===== src/rtl/ecc_spi_pkg.sv =====
`default_nettype none
// ============================================================================
// Module   : ecc_spi_pkg
// Purpose  : Shared types and constants for the ECC SPI front-end and its
//            register map: address width, receiver FSM states, register
//            base addresses and operand length.
// Revision : 1.0 - initial release
// ============================================================================
package ecc_spi_pkg;

  // Register address width on the SPI link
  localparam int SPI_ADDR_W = 8;

  // Frame receiver states
  typedef enum logic [1:0] {
    IDLE = 2'd0,
    ADDR = 2'd1,
    DATA = 2'd2
  } spi_state_e;

  // Register map base addresses
  localparam logic [SPI_ADDR_W-1:0] REG_X      = 8'h10;
  localparam logic [SPI_ADDR_W-1:0] REG_Y      = 8'h30;
  localparam logic [SPI_ADDR_W-1:0] REG_K      = 8'h50;
  localparam logic [SPI_ADDR_W-1:0] REG_B      = 8'h70;
  localparam logic [SPI_ADDR_W-1:0] REG_RES_X  = 8'h90;
  localparam logic [SPI_ADDR_W-1:0] REG_RES_Y  = 8'hB0;
  localparam logic [SPI_ADDR_W-1:0] REG_STATUS = 8'hF0;
  localparam logic [SPI_ADDR_W-1:0] REG_START  = 8'hFF;

  // Bytes in one field operand (163-bit values rounded up to bytes)
  localparam int OPERAND_BYTES = 21;

endpackage
`default_nettype wire


===== src/rtl/spi_sync_edge.sv =====
`default_nettype none
// ============================================================================
// Module   : spi_sync_edge
// Purpose  : Multi-flop synchroniser for one asynchronous input, followed by
//            a history flop that produces single-cycle rise/fall pulses.
// Revision : 1.0 - initial release
// ============================================================================
module spi_sync_edge #(
  parameter int STAGES = 2
) (
  input  logic clk,
  input  logic rst_n,
  input  logic async_i,
  output logic sync_o,
  output logic rise_o,
  output logic fall_o
);

  // Fewer than two flops gives no metastability protection; clamp silently.
  localparam int N = (STAGES < 2) ? 2 : STAGES;

  logic [N-1:0] sync_q;
  logic         hist_q;

  // Synchroniser chain plus one history flop for edge detection. The chain
  // clears to 0 so a line that is high at reset release shows up as a rise,
  // and a falling edge is only ever seen after a real high level.
  always_ff @(posedge clk or negedge rst_n) begin
    if (!rst_n) begin
      sync_q <= '0;
      hist_q <= 1'b0;
    end else begin
      sync_q <= {sync_q[N-2:0], async_i};
      hist_q <= sync_q[N-1];
    end
  end

  assign sync_o = sync_q[N-1];
  assign rise_o = sync_q[N-1] & ~hist_q;
  assign fall_o = ~sync_q[N-1] & hist_q;

endmodule
`default_nettype wire


===== src/rtl/spi_frame_rx.sv =====
`default_nettype none
// ============================================================================
// Module   : spi_frame_rx
// Purpose  : Oversampling SPI slave (mode 0, MSB first). First byte of each
//            CS-low frame is a register address, every later byte is a write
//            to the (auto-incrementing) address. Each address in use is read
//            from the register map so MISO streams its contents in-frame.
// Revision : 1.0 - initial release
// ============================================================================
module spi_frame_rx
  import ecc_spi_pkg::*;
#(
  parameter int SYNC_STAGES = 2,
  parameter int ADDR_W      = SPI_ADDR_W,
  parameter int AUTO_INC    = 1
) (
  input  logic              clk,
  input  logic              rst_n,
  input  logic              spi_clk,
  input  logic              spi_mosi,
  input  logic              spi_cs_n,
  output logic              spi_miso,
  output logic              wr_valid,
  output logic [ADDR_W-1:0] wr_addr,
  output logic [7:0]        wr_data,
  output logic              rd_req,
  output logic [ADDR_W-1:0] rd_addr,
  input  logic [7:0]        rd_data,
  output logic              frame_start,
  output logic              frame_end,
  output logic              frame_err,
  output logic              busy
);

  localparam int N = (SYNC_STAGES < 2) ? 2 : SYNC_STAGES;

  // --------------------------------------------------------------------------
  // Input synchronisation
  // --------------------------------------------------------------------------
  logic w_sclk_rise;
  logic w_sclk_fall;
  logic w_cs_rise;
  logic w_cs_fall;
  logic w_unused_sclk_sync;
  logic w_unused_cs_sync;
  logic w_mosi;

  spi_sync_edge #(.STAGES(N)) u_sync_sclk (
    .clk     (clk),
    .rst_n   (rst_n),
    .async_i (spi_clk),
    .sync_o  (w_unused_sclk_sync),
    .rise_o  (w_sclk_rise),
    .fall_o  (w_sclk_fall)
  );

  // CS is active low: its synchronised fall starts a frame, rise ends it.
  spi_sync_edge #(.STAGES(N)) u_sync_cs (
    .clk     (clk),
    .rst_n   (rst_n),
    .async_i (spi_cs_n),
    .sync_o  (w_unused_cs_sync),
    .rise_o  (w_cs_rise),
    .fall_o  (w_cs_fall)
  );

  logic [N-1:0] mosi_sync_q;

  // MOSI gets the same depth as SCLK so the bit is aligned with its edge pulse
  always_ff @(posedge clk or negedge rst_n) begin
    if (!rst_n) begin
      mosi_sync_q <= '0;
    end else begin
      mosi_sync_q <= {mosi_sync_q[N-2:0], spi_mosi};
    end
  end

  assign w_mosi = mosi_sync_q[N-1];

  // --------------------------------------------------------------------------
  // Frame FSM and datapath
  // --------------------------------------------------------------------------
  spi_state_e        state_q;
  logic [2:0]        bit_cnt_q;
  logic [6:0]        rx_sr_q;
  logic [7:0]        tx_sr_q;
  logic [ADDR_W-1:0] a_reg_q;
  logic [ADDR_W-1:0] a_reg_d;
  logic              load_q;
  logic              end_pend_q;
  logic              wr_valid_q;
  logic [ADDR_W-1:0] wr_addr_q;
  logic [7:0]        wr_data_q;
  logic              rd_req_q;
  logic [ADDR_W-1:0] rd_addr_q;
  logic              frame_start_q;
  logic              frame_end_q;
  logic              frame_err_q;
  logic              busy_q;

  logic [7:0]        w_rx_next;
  logic              w_byte_done;

  assign w_rx_next   = {rx_sr_q, w_mosi};
  assign w_byte_done = w_sclk_rise && (bit_cnt_q == 3'd7);

  // Address to use for the next data byte once the current write commits
  always_comb begin
    a_reg_d = a_reg_q;
    if (AUTO_INC != 0) begin
      a_reg_d = a_reg_q + ADDR_W'(1);
    end
  end

  // Frame sequencing, byte assembly, write/read pipeline and TX shifting
  always_ff @(posedge clk or negedge rst_n) begin
    if (!rst_n) begin
      state_q       <= IDLE;
      bit_cnt_q     <= 3'd0;
      rx_sr_q       <= 7'd0;
      tx_sr_q       <= 8'd0;
      a_reg_q       <= '0;
      load_q        <= 1'b0;
      end_pend_q    <= 1'b0;
      wr_valid_q    <= 1'b0;
      wr_addr_q     <= '0;
      wr_data_q     <= 8'd0;
      rd_req_q      <= 1'b0;
      rd_addr_q     <= '0;
      frame_start_q <= 1'b0;
      frame_end_q   <= 1'b0;
      frame_err_q   <= 1'b0;
      busy_q        <= 1'b0;
    end else begin
      // Pulses default low
      wr_valid_q    <= 1'b0;
      rd_req_q      <= 1'b0;
      frame_start_q <= 1'b0;
      frame_end_q   <= 1'b0;
      frame_err_q   <= 1'b0;
      load_q        <= 1'b0;
      end_pend_q    <= 1'b0;

      // frame_end deferred by one cycle behind a byte committed at CS rise
      if (end_pend_q) begin
        frame_end_q <= 1'b1;
      end

      // Write cycle: step the address and fetch the register for the next byte.
      // Skipped once the frame has closed so no stray read side effects occur.
      if (wr_valid_q && (state_q == DATA)) begin
        a_reg_q   <= a_reg_d;
        rd_req_q  <= 1'b1;
        rd_addr_q <= a_reg_d;
      end

      // Register map answers one cycle after rd_req
      if (rd_req_q && (state_q != IDLE)) begin
        load_q <= 1'b1;
      end

      // The reload lands before the 8th SCLK fall, which therefore must not
      // shift; bit_cnt_q == 0 in a frame identifies that fall.
      if (load_q && (state_q != IDLE)) begin
        tx_sr_q <= rd_data;
        if (state_q == ADDR) begin
          state_q <= DATA;
        end
      end else if (w_sclk_fall && (state_q != IDLE) && (bit_cnt_q != 3'd0)) begin
        tx_sr_q <= {tx_sr_q[6:0], 1'b0};
      end

      case (state_q)
        IDLE: begin
          // SCLK activity with CS high never reaches the bit counter. A CS
          // rise seen here only follows reset release and closes no frame.
          if (w_cs_fall) begin
            state_q       <= ADDR;
            frame_start_q <= 1'b1;
            busy_q        <= 1'b1;
            bit_cnt_q     <= 3'd0;
            rx_sr_q       <= 7'd0;
            tx_sr_q       <= 8'd0;
          end
        end

        default: begin
          if (w_sclk_rise) begin
            rx_sr_q   <= w_rx_next[6:0];
            bit_cnt_q <= bit_cnt_q + 3'd1;
          end

          if (w_byte_done) begin
            if (state_q == ADDR) begin
              a_reg_q <= ADDR_W'(w_rx_next);
              if (!w_cs_rise) begin
                rd_req_q  <= 1'b1;
                rd_addr_q <= ADDR_W'(w_rx_next);
              end
            end else begin
              wr_valid_q <= 1'b1;
              wr_addr_q  <= a_reg_q;
              wr_data_q  <= w_rx_next;
            end
          end

          // A byte completing in the CS-rise cycle is still written; its
          // frame_end then trails wr_valid by one cycle.
          if (w_cs_rise) begin
            state_q   <= IDLE;
            busy_q    <= 1'b0;
            bit_cnt_q <= 3'd0;
            if (w_byte_done && (state_q == DATA)) begin
              end_pend_q <= 1'b1;
            end else begin
              frame_end_q <= 1'b1;
              frame_err_q <= (bit_cnt_q != 3'd0) && !w_byte_done;
            end
          end
        end
      endcase
    end
  end

  assign spi_miso    = tx_sr_q[7];
  assign wr_valid    = wr_valid_q;
  assign wr_addr     = wr_addr_q;
  assign wr_data     = wr_data_q;
  assign rd_req      = rd_req_q;
  assign rd_addr     = rd_addr_q;
  assign frame_start = frame_start_q;
  assign frame_end   = frame_end_q;
  assign frame_err   = frame_err_q;
  assign busy        = busy_q;

endmodule
`default_nettype wire


===== config.mk =====
export PLATFORM = sky130hd
export DESIGN_NAME = spi_frame_rx
export DESIGN_NICKNAME = d
export VERILOG_FILES = /design/src/rtl/ecc_spi_pkg.sv /design/src/rtl/spi_sync_edge.sv /design/src/rtl/spi_frame_rx.sv
export SDC_FILE = /design/constraint.sdc
export NUM_CORES = 1
export LEC_CHECK = 0
export ABC_CLOCK_PERIOD_IN_PS = 5360
export CORE_MARGIN = 2
export CORE_UTILIZATION = 60
export CTS_BUF_LIST = sky130_fd_sc_hd__clkbuf_8
export DETAILED_ROUTE_END_ITERATION = 8
export GPL_TIMING_DRIVEN = 0
export PLACE_DENSITY_LB_ADDON = 0.15
export SYNTH_ARGS = -nofsm -noshare
export SYNTH_HDL_FRONTEND = slang
export SYNTH_SLANG_ARGS = --single-unit

===== constraint.sdc =====
create_clock -name clk -period 5.36 [get_ports clk]
set_clock_uncertainty 0.2 [all_clocks]
set_input_delay 0.804 -clock clk [delete_from_list [all_inputs] [get_ports clk]]
set_output_delay 0.804 -clock clk [all_outputs]
set_load 0.02 [all_outputs]

Word-level counts from Yosys, hierarchy flattened
Cells that the tools add are included.
{"block": "op_classes", "n_reduce_logical": 19, "eq_ne": 4, "bitwise_logic": 10, "addsub": 2, "n_mux": 49}
{"operator": "$mux 8", "count": 13}
{"operator": "$mux 1", "count": 24}
{"operator": "$mux 7", "count": 3}
{"operator": "$mux 3", "count": 4}
{"operator": "$mux 2", "count": 5}
{"operator": "$add 8x1->8 const B", "count": 1}
{"operator": "$logic_and 1x1->1", "count": 8}
{"operator": "$not 1->1", "count": 6}
{"operator": "$reduce_and 2->1", "count": 3}
{"operator": "$reduce_bool 2->1", "count": 3}
{"operator": "$reduce_bool 3->1", "count": 2}
{"operator": "$and 1x1->1", "count": 4}
{"operator": "$add 3x1->3 const B", "count": 1}
{"operator": "$eq 3x3->1 const B", "count": 1}
{"operator": "$reduce_and 3->1", "count": 1}
{"operator": "$eq 2x1->1 const B", "count": 1}
{"operator": "$eq 2x2->1 const B", "count": 1}
{"operator": "$logic_not 2->1", "count": 1}
{"operator": "$ne 2x1->1 const B", "count": 1}
{"operator": "$logic_not 1->1", "count": 1}
{"block": "word_totals", "regBits": 68, "out_inout_bits": 31}

Depth between registers and ports, before layout
Gate-level depths: netlist (run 1).
{"block": "depth", "word_depth": 8, "mapped_depth": 7, "mapped_depth_nobuf": 6}

Modules after synthesis
A second synthesis (run 1) with hierarchy kept.
{"block": "hier_totals", "cells_unflattened": 255, "hier_area_um2": 2939.1}
{"module": "spi_frame_rx", "area_per_inst_um2": 2758.9, "seq_area_each_um2": 1551.5, "cells_per_inst": 245, "n_inst": 1}
{"module": "spi_sync_edge", "area_per_inst_um2": 90.1, "seq_area_each_um2": 75.1, "cells_per_inst": 5, "n_inst": 2}

Worst setup path after synthesis (run 1)
OpenSTA, ideal clock, no wires.
{"block": "synth_path", "path_kind": "register to register", "startpoint": "reg bit_cnt_q[0]", "endpoint": "reg rd_addr_q[7] (netlist: rd_addr[7])", "slack_ns": 3.417, "t_required_ns": 5.034, "setup_ns": 0.126, "synth_period_minus_slack_ns": 1.943, "arrival_time_ns": 1.617, "path_buffers": 0, "path_stages_with_launch": 7, "cell_sequence": "dfrtp_1 > ha_1 > ha_1 > nand3b_1 > nor4b_4 > nor2_1 > a221o_1"}
{"block": "synth_via", "elab_chain_cells": 4}
{"element": "start, declared", "line_no": "spi_frame_rx.sv:84", "source": "logic [2:0] bit_cnt_q;"}
{"element": "start signal, assigned", "line_no": "spi_frame_rx.sv:190", "source": "bit_cnt_q <= bit_cnt_q + 3'd1;"}
{"element": "$eq 3x3->1", "line_no": "spi_frame_rx.sv:105", "source": "assign w_byte_done = w_sclk_rise && (bit_cnt_q == 3'd7);"}
{"element": "$logic_and 1x1->1", "line_no": "spi_frame_rx.sv:105"}
{"element": "$mux 8", "line_no": "spi_frame_rx.sv:193", "source": "if (w_byte_done) begin"}
{"element": "$mux 8", "line_no": "spi_frame_rx.sv:173", "source": "case (state_q)"}
{"element": "end signal, assigned", "line_no": "spi_frame_rx.sv:154", "source": "rd_addr_q <= a_reg_d;"}
{"element": "end signal, assigned", "line_no": "spi_frame_rx.sv:198", "source": "rd_addr_q <= ADDR_W'(w_rx_next);"}
{"element": "end, declared", "line_no": "spi_frame_rx.sv:95", "source": "logic [ADDR_W-1:0] rd_addr_q;"}
Every way passes these cells.
A chain may end at the register's enable or synchronous reset.

Worst setup path in the final report (run 1)
{"block": "layout_path", "startpoint": "reg wr_valid_q (netlist: wr_valid)", "endpoint": "out wr_valid"}
{"element": "start, declared", "line_no": "spi_frame_rx.sv:91", "source": "logic wr_valid_q;"}
{"element": "start signal, assigned", "line_no": "spi_frame_rx.sv:125", "source": "wr_valid_q <= 1'b0;"}
{"element": "start signal, assigned", "line_no": "spi_frame_rx.sv:136", "source": "wr_valid_q <= 1'b0;"}
{"element": "start signal, assigned", "line_no": "spi_frame_rx.sv:201", "source": "wr_valid_q <= 1'b1;"}
{"element": "end, declared", "line_no": "spi_frame_rx.sv:23", "source": "output logic wr_valid,"}
No word-level cell between the ends.

==> results of run 1 <==
kinds of logic (layout without fill, tap and decap cells):
group / after synthesis / in the layout / share of synthesized area
simple gates: 95 / 95 / 0.161
flops: 68 / 68 / 0.572
xor+xnor: 13 / 13 / 0.0383
fa+ha+maj: 4 / 4 / 0.0168
compound gates: 43 / 43 / 0.0888
buf+inv: 19 / 78 / 0.0320
mux: 25 / 25 / 0.0909
layout by cell type (no fill, tap or decap), types with 3 or more instances in the layout:
master,count
ha_1,4
nor3_1,4
nor2_1,24
nand3b_1,4
nand2_1,36
nand3_1,11
mux2i_1,9
dfrtp_1,68
inv_1,4
clkbuf_1,5
buf_4,3
xnor2_1,11
a211oi_1,7
mux2_1,16
o21ai_1,13
clkdlybuf4s50_1,42
buf_2,7
clkbuf_8,12
a21oi_1,13
power by group through the flow:
stage                     registers (W)  clock network (W)  logic (W)
after global placement         0.000544                  0  0.0000618
final                          0.000535           0.000480  0.0000622
after detailed placement       0.000544                  0  0.0000627
after global routing           0.000536           0.000511  0.0000691
after floorplan                0.000544                  0  0.0000301
after CTS                      0.000535           0.000488  0.0000628
flip-flops by register name, indices dropped and copies added (netlist names):
| signal | flops |
|---|---|
| rd_req | 1 |
| u_sync_sclk.sync_q | 2 |
| frame_start | 1 |
| wr_data | 8 |
| wr_addr | 8 |
| state_q | 2 |
| a_reg_q | 8 |
| rd_addr | 8 |
| tx_sr_q | 8 |
| bit_cnt_q | 3 |
| mosi_sync_q | 2 |
| frame_err | 1 |
| u_sync_cs.hist_q | 1 |
| rx_sr_q | 7 |
| load_q | 1 |
| u_sync_cs.sync_q | 2 |
| u_sync_sclk.hist_q | 1 |
| frame_end | 1 |
| busy | 1 |
| end_pend_q | 1 |
| wr_valid | 1 |
cell type report:
class	instances	area, µm²	area share
buffer	15	80.1	0.0215
clock buffer	12	165	0.0444
clock inverter	4	70.1	0.0188
inverter	4	15.0	0.00403
multi-input combinational	180	1180	0.316
sequential	68	1700	0.457
tap	67	83.8	0.0225
timing repair buffer	43	428	0.115
synth_stat cells (2+ instances only):
master	number
buf_4	2
clkbuf_1	5
nor2_1	24
a21oi_1	13
nand2b_1	2
buf_2	7
nand3b_1	4
or2_1	2
nand3_1	11
xnor2_1	11
o211ai_1	2
mux2_1	16
o21ai_1	13
ha_1	4
nand2_1	36
a32o_1	2
o22ai_1	2
inv_1	4
nor3_1	4
xor2_1	2
a211oi_1	7
nor2b_1	2
and2_1	2
dfrtp_1	68
mux2i_1	9
metal layers:
layer,global-route usage,up-vias,share of wire
li1,-,1028,-
met1,0.337,1037,0.46
met4,0.0992,0,0.013
met3,0.0420,9,0.048
met5,0,-,0
met2,0.361,58,0.48
worst paths after layout:
kind | startpoint | endpoint | slack, ns | cells after the start
max reg2reg | bit_cnt_q[0]$_DFFE_PN0P_ | a_reg_q[2]$_DFF_PN0_ | 3.07 | 7
max in group asynchronous | rst_n | tx_sr_q[0]$_DFF_PN0_ | 4.06 | 1
min in group asynchronous | rst_n | u_sync_cs.sync_q[0]$_DFF_PN0_ | 0.36 | 1
min | u_sync_cs.sync_q[0]$_DFF_PN0_ | u_sync_cs.sync_q[1]$_DFF_PN0_ | 0.15 | 0
max | wr_valid$_DFF_PN0_ | wr_valid | 3.01 | 1
min reg2reg | u_sync_cs.sync_q[0]$_DFF_PN0_ | u_sync_cs.sync_q[1]$_DFF_PN0_ | 0.15 | 0
stage by stage:
step	setup slack [ns]	instance area, µm²	util	total power (W)
final	3.01	3720	0.783	0.00108
after global routing	2.91	3720	0.783	0.00112
after CTS	2.99	3720	0.783	0.00109
after detailed placement	3.10	3490	0.733	0.000607
after global placement	1.13	3490	0.734	0.000606
after floorplan	3.42	2970	-	0.000574
==> results.json, run 1 <==
{
  "status": "completed",
  "nFillCells": 327,
  "overflow": 0,
  "dieArea_um2": 5540,
  "p_sw_frac": 0.213,
  "wl_per_cell_um": 14.4,
  "finalSetupViolCount": 0,
  "path_cells": "clkdlybuf4s50_1",
  "drt_pass1_iterations": 4,
  "synth_edf_count": 0,
  "fmax_mhz": 425,
  "crit_path_top_delay_cell": "clkdlybuf4s50_1",
  "drcViolationCount": 0,
  "rsz0062_at_grt": "no",
  "yosysTopAreaCell": "dfrtp_1",
  "grt_pass1_vias": 2112,
  "drive_above_1_share": 0.0982,
  "yosysSeqAreaShare": 0.572,
  "power.leakage_nw": 1.71,
  "maxCapViolations": 0,
  "syn-num-nets": 284,
  "whs_ns": 0.152,
  "worstMarginPinSlew_ns": 0.828,
  "yosys.cell_types.count": 38,
  "max_slew_margin": 0.448,
  "dp_hpwl_um": 3830,
  "yosys_warnings": 0,
  "synth_top_area_share": 0.572,
  "min_period_ns": 2.35,
  "async_flop_share": 1.00,
  "slowest_delay_ns": 0.62,
  "power_density_nw_per_um2": 290,
  "cts_setup_buffers": 0,
  "num_rows": 25,
  "num_vias": 2132,
  "die_y_um": 74.4,
  "yosys_most_used_dff": "dfrtp_1",
  "p_seq_frac": 0.497,
  "path_max_fanout": 3,
  "p_clk_frac": 0.445,
  "p_sw_w": 0.000229,
  "end_kind": "primary output",
  "cp-start-kind": "register",
  "crit_arrival_ns": 1.35,
  "portBuffers": 43,
  "clk_latency_ns": 0.34,
  "fin_crit_sh": 0.439,
  "grt_pass1_wl_um": 9800,
  "finalMaxSlewViolations": 0,
  "ios": 44,
  "holdBufCountCts": 0,
  "fin_cells": 393,
  "ys_top_cells_by_area": "dfrtp_1, mux2_1, nand2_1",
  "vias_per_cell": 5.42,
  "cts_tree": "done",
  "path_buf_inv": 1,
  "ctsRootBufferMaster": "clkbuf_8",
  "dp_cells": 377,
  "fin_nets": 338,
  "cts.sinks": 68,
  "critPathRequiredTime_ns": 4.36,
  "finalHoldViolations": 0,
  "tns_ns": 0,
  "synth-seq-cells": 68,
  "grt_max_degree": 69,
  "antenna_found_initial": 0,
  "drt_wl_total_um": 5650,
  "cts-htree-levels": 3,
  "cts_buffers": 9,
  "diodes": 0,
  "synthToLayoutAreaGrowth_pct": 25.1,
  "netlist_instances": 267,
  "ir_drop_uv": 207,
  "cpLargestDelayFamily": "buffers and inverters",
  "place_congestion": 0.875,
  "antenna_left": 0,
  "hold_class": "reg2reg",
  "coreArea_um2": 4750,
  "start_util": 0.626,
  "cts_resized": 0,
  "die_width_um": 74.4,
  "syn_area_per_cell_um2": 11.1,
  "combPwrFrac": 0.058,
  "clk_pin_slew_ns": 0.07,
  "path_class": "reg2out",
  "drt_iter0_drc": 174,
  "syn_area_um2": 2970,
  "track_usage": 0.236,
  "p_int_w": 0.000848,
  "clk_path_buf_depth": 2
}
No activity file was read; power rests on OpenSTA's default activity.
==> run 2: changes to the inputs <==
--- a/config.mk
+++ b/config.mk
@@ -5,9 +5,9 @@
 export SDC_FILE = /design/constraint.sdc
 export NUM_CORES = 1
 export LEC_CHECK = 0
-export ABC_CLOCK_PERIOD_IN_PS = 5360
+export ABC_CLOCK_PERIOD_IN_PS = 2000
 export CORE_MARGIN = 2
-export CORE_UTILIZATION = 60
+export CORE_UTILIZATION = 50
 export CTS_BUF_LIST = sky130_fd_sc_hd__clkbuf_8
 export DETAILED_ROUTE_END_ITERATION = 8
 export GPL_TIMING_DRIVEN = 0
==> constraint.sdc (replaced) <==
create_clock -name clk -period 2 [get_ports clk]
set_clock_uncertainty 0.2 [all_clocks]
set_input_delay 0.3 -clock clk [delete_from_list [all_inputs] [get_ports clk]]
set_output_delay 0.3 -clock clk [all_outputs]
set_load 0.02 [all_outputs]
==> run 2 against run 1 <==
The run now ends with negative setup slack left. Via count up 1.3%. Sequential power rose to 2.7 times the previous value. Clock power grew 96%. Die area increased by 19%. Wire length is 3.6% higher. Setup slack got worse by 3.0 ns. Largest cell class unchanged. Largest power group unchanged.
==> results.json, run 2 (synthesized netlist as in run 1, its figures left out) <==
{
  "clk_path_buf_depth": 2,
  "maxCapViolations": 0,
  "worstMarginPinSlew_ns": 0.840,
  "dp_hpwl_um": 3880,
  "p_sw_frac": 0.239,
  "crit_arrival_ns": 2.03,
  "num_rows": 28,
  "fmax_mhz": 499,
  "p_seq_frac": 0.561,
  "hold_class": "reg2reg",
  "coreArea_um2": 5850,
  "drt_wl_total_um": 5860,
  "ctsRootBufferMaster": "clkbuf_8",
  "ios": 44,
  "die_width_um": 81.1,
  "finalHoldViolations": 0,
  "clk_pin_slew_ns": 0.07,
  "min_period_ns": 2.00,
  "cts_tree": "done",
  "end_kind": "register",
  "start_util": 0.508,
  "path_class": "reg2reg",
  "drcViolationCount": 0,
  "whs_ns": 0.150,
  "slowest_delay_ns": 0.40,
  "wl_per_cell_um": 14.3,
  "nFillCells": 471,
  "rsz0062_at_grt": "yes",
  "finalSetupViolCount": 1,
  "cts_buffers": 9,
  "cts.sinks": 68,
  "multi_input_area_um2": 1210,
  "place_congestion": 0.798,
  "fin_crit_sh": 1.00,
  "grt_pass1_vias": 2044,
  "crit_path_top_delay_cell": "dfrtp_1",
  "dp_cells": 385,
  "tns_ns": -0.00368,
  "dieArea_um2": 6580,
  "die_y_um": 81.1,
  "status": "complete, but fails checks",
  "p_int_w": 0.00195,
  "max_slew_margin": 0.440,
  "synthToLayoutAreaGrowth_pct": 27.8,
  "power.leakage_nw": 1.73,
  "fin_nets": 346,
  "track_usage": 0.202,
  "p_clk_frac": 0.367,
  "diodes": 0,
  "register_area_um2": 1700,
  "fin_cells": 409,
  "drt_pass1_iterations": 4,
  "critPathRequiredTime_ns": 2.03,
  "overflow": 0,
  "portBuffers": 43,
  "layout.cells.most_common_list": "dfrtp_1, clkdlybuf4s50_1, nand2_1",
  "drt_iter0_drc": 97,
  "final_common_cell": "dfrtp_1",
  "clk_latency_ns": 0.34,
  "p_sw_w": 0.000611,
  "antenna_left": 0,
  "path_max_fanout": 6,
  "final_core_util": 0.649,
  "violations": "negative setup slack",
  "ir_drop_uv": 395,
  "grt_pass1_wl_um": 9800,
  "setup_slack_ns": -0.00368,
  "cp-start-kind": "register",
  "grt_max_degree": 69,
  "num_vias": 2159,
  "combPwrFrac": 0.071,
  "power_density_nw_per_um2": 673,
  "path_cells": "ha_2 -> ha_4 -> nand3b_1 -> nor4b_4 -> buf_6 -> nor2_1 -> a221o_1",
  "antenna_found_initial": 0,
  "cts-htree-levels": 3,
  "drive_above_1_share": 0.117,
  "finalMaxSlewViolations": 0,
  "vias_per_cell": 5.28
}
run 2: changes by cell type in the layout (fill, tap and decap cells not counted), sizes merged:
cell         change
buf              +5
bufinv           -2
dlygate4sd3      +1
inv              +4
run 2: critical path: cells and delay by family (launching register included):
kind | cells | cell delay (ns)
AO/OA/AOI/OAI | 1 | 0.25
flip-flops | 1 | 0.40
AND/OR/NAND/NOR | 3 | 0.51
buffers and inverters | 1 | 0.18
adder cells (fa/ha/maj) | 2 | 0.36
run 2: cell type report:
type | instances | share of cell area
Clock inverter | 6 | 0.00659
Multi-Input combinational cell | 180 | 0.317
Timing Repair Buffer | 51 | 0.138
Inverter | 4 | 0.00395
Buffer | 15 | 0.0254
Clock buffer | 10 | 0.0362
Tap cell | 75 | 0.0247
Sequential cell | 68 | 0.448
run 2: path summary, 6_finish.rpt:
kind / end / depth (start not counted) / slack (ns) / start
setup / recovery: rd_addr[7]$_DFF_PN0_ / 7 / -0.004 / bit_cnt_q[0]$_DFFE_PN0P_
hold / removal: u_sync_sclk.sync_q[1]$_DFF_PN0_ / 0 / 0.15 / u_sync_sclk.sync_q[0]$_DFF_PN0_
setup reg to reg: rd_addr[7]$_DFF_PN0_ / 7 / -0.004 / bit_cnt_q[0]$_DFFE_PN0P_
hold reg to reg: u_sync_sclk.sync_q[1]$_DFF_PN0_ / 0 / 0.15 / u_sync_sclk.sync_q[0]$_DFF_PN0_
max in group asynchronous: wr_data[3]$_DFFE_PN0P_ / 2 / 0.64 / rst_n
min in group asynchronous: u_sync_sclk.sync_q[0]$_DFF_PN0_ / 2 / 0.38 / rst_n
run 2: power by group through the flow:
stage                     combinational, W  clock (W)  sequential (W)
final                             0.000183   0.000939         0.00144
after global routing              0.000205    0.00103         0.00144
after CTS                         0.000174   0.000966         0.00143
after detailed placement          0.000170          0         0.00146
after global placement            0.000167          0         0.00146
after floorplan                  0.0000805          0         0.00146
run 2: through the flow:
stage / total power [W] / area [µm²] / setup slack (ns)
finish: 0.00256 / 3800 / -0.00368
detailed placement: 0.00163 / 3500 / -0.236
CTS: 0.00257 / 3710 / 0.00780
floorplan: 0.00154 / 2970 / 0.0568
global placement: 0.00163 / 3500 / -1.81
global route: 0.00268 / 3800 / -0.108
run 2: per-layer routing:
metal | part of all wire | wire [µm] | global-route usage | vias up
met5 | 0 | 0 | 0 | -
met4 | 0.027 | 161 | 0.112 | 0
met3 | 0.038 | 223 | 0.0389 | 14
met2 | 0.46 | 2670 | 0.301 | 52
met1 | 0.48 | 2800 | 0.279 | 1045
li1 | - | - | - | 1048
run 2: what timing repair did:
item / CTS / global route
cloned: 0 / 1
resized for setup: 4 / 9
hold endpoints to repair: 68 / 0
setup endpoints to repair: 20 / 18
buffers inserted: 3 / 3
pin swaps: 3 / 8
hold buffers: 1 / 0
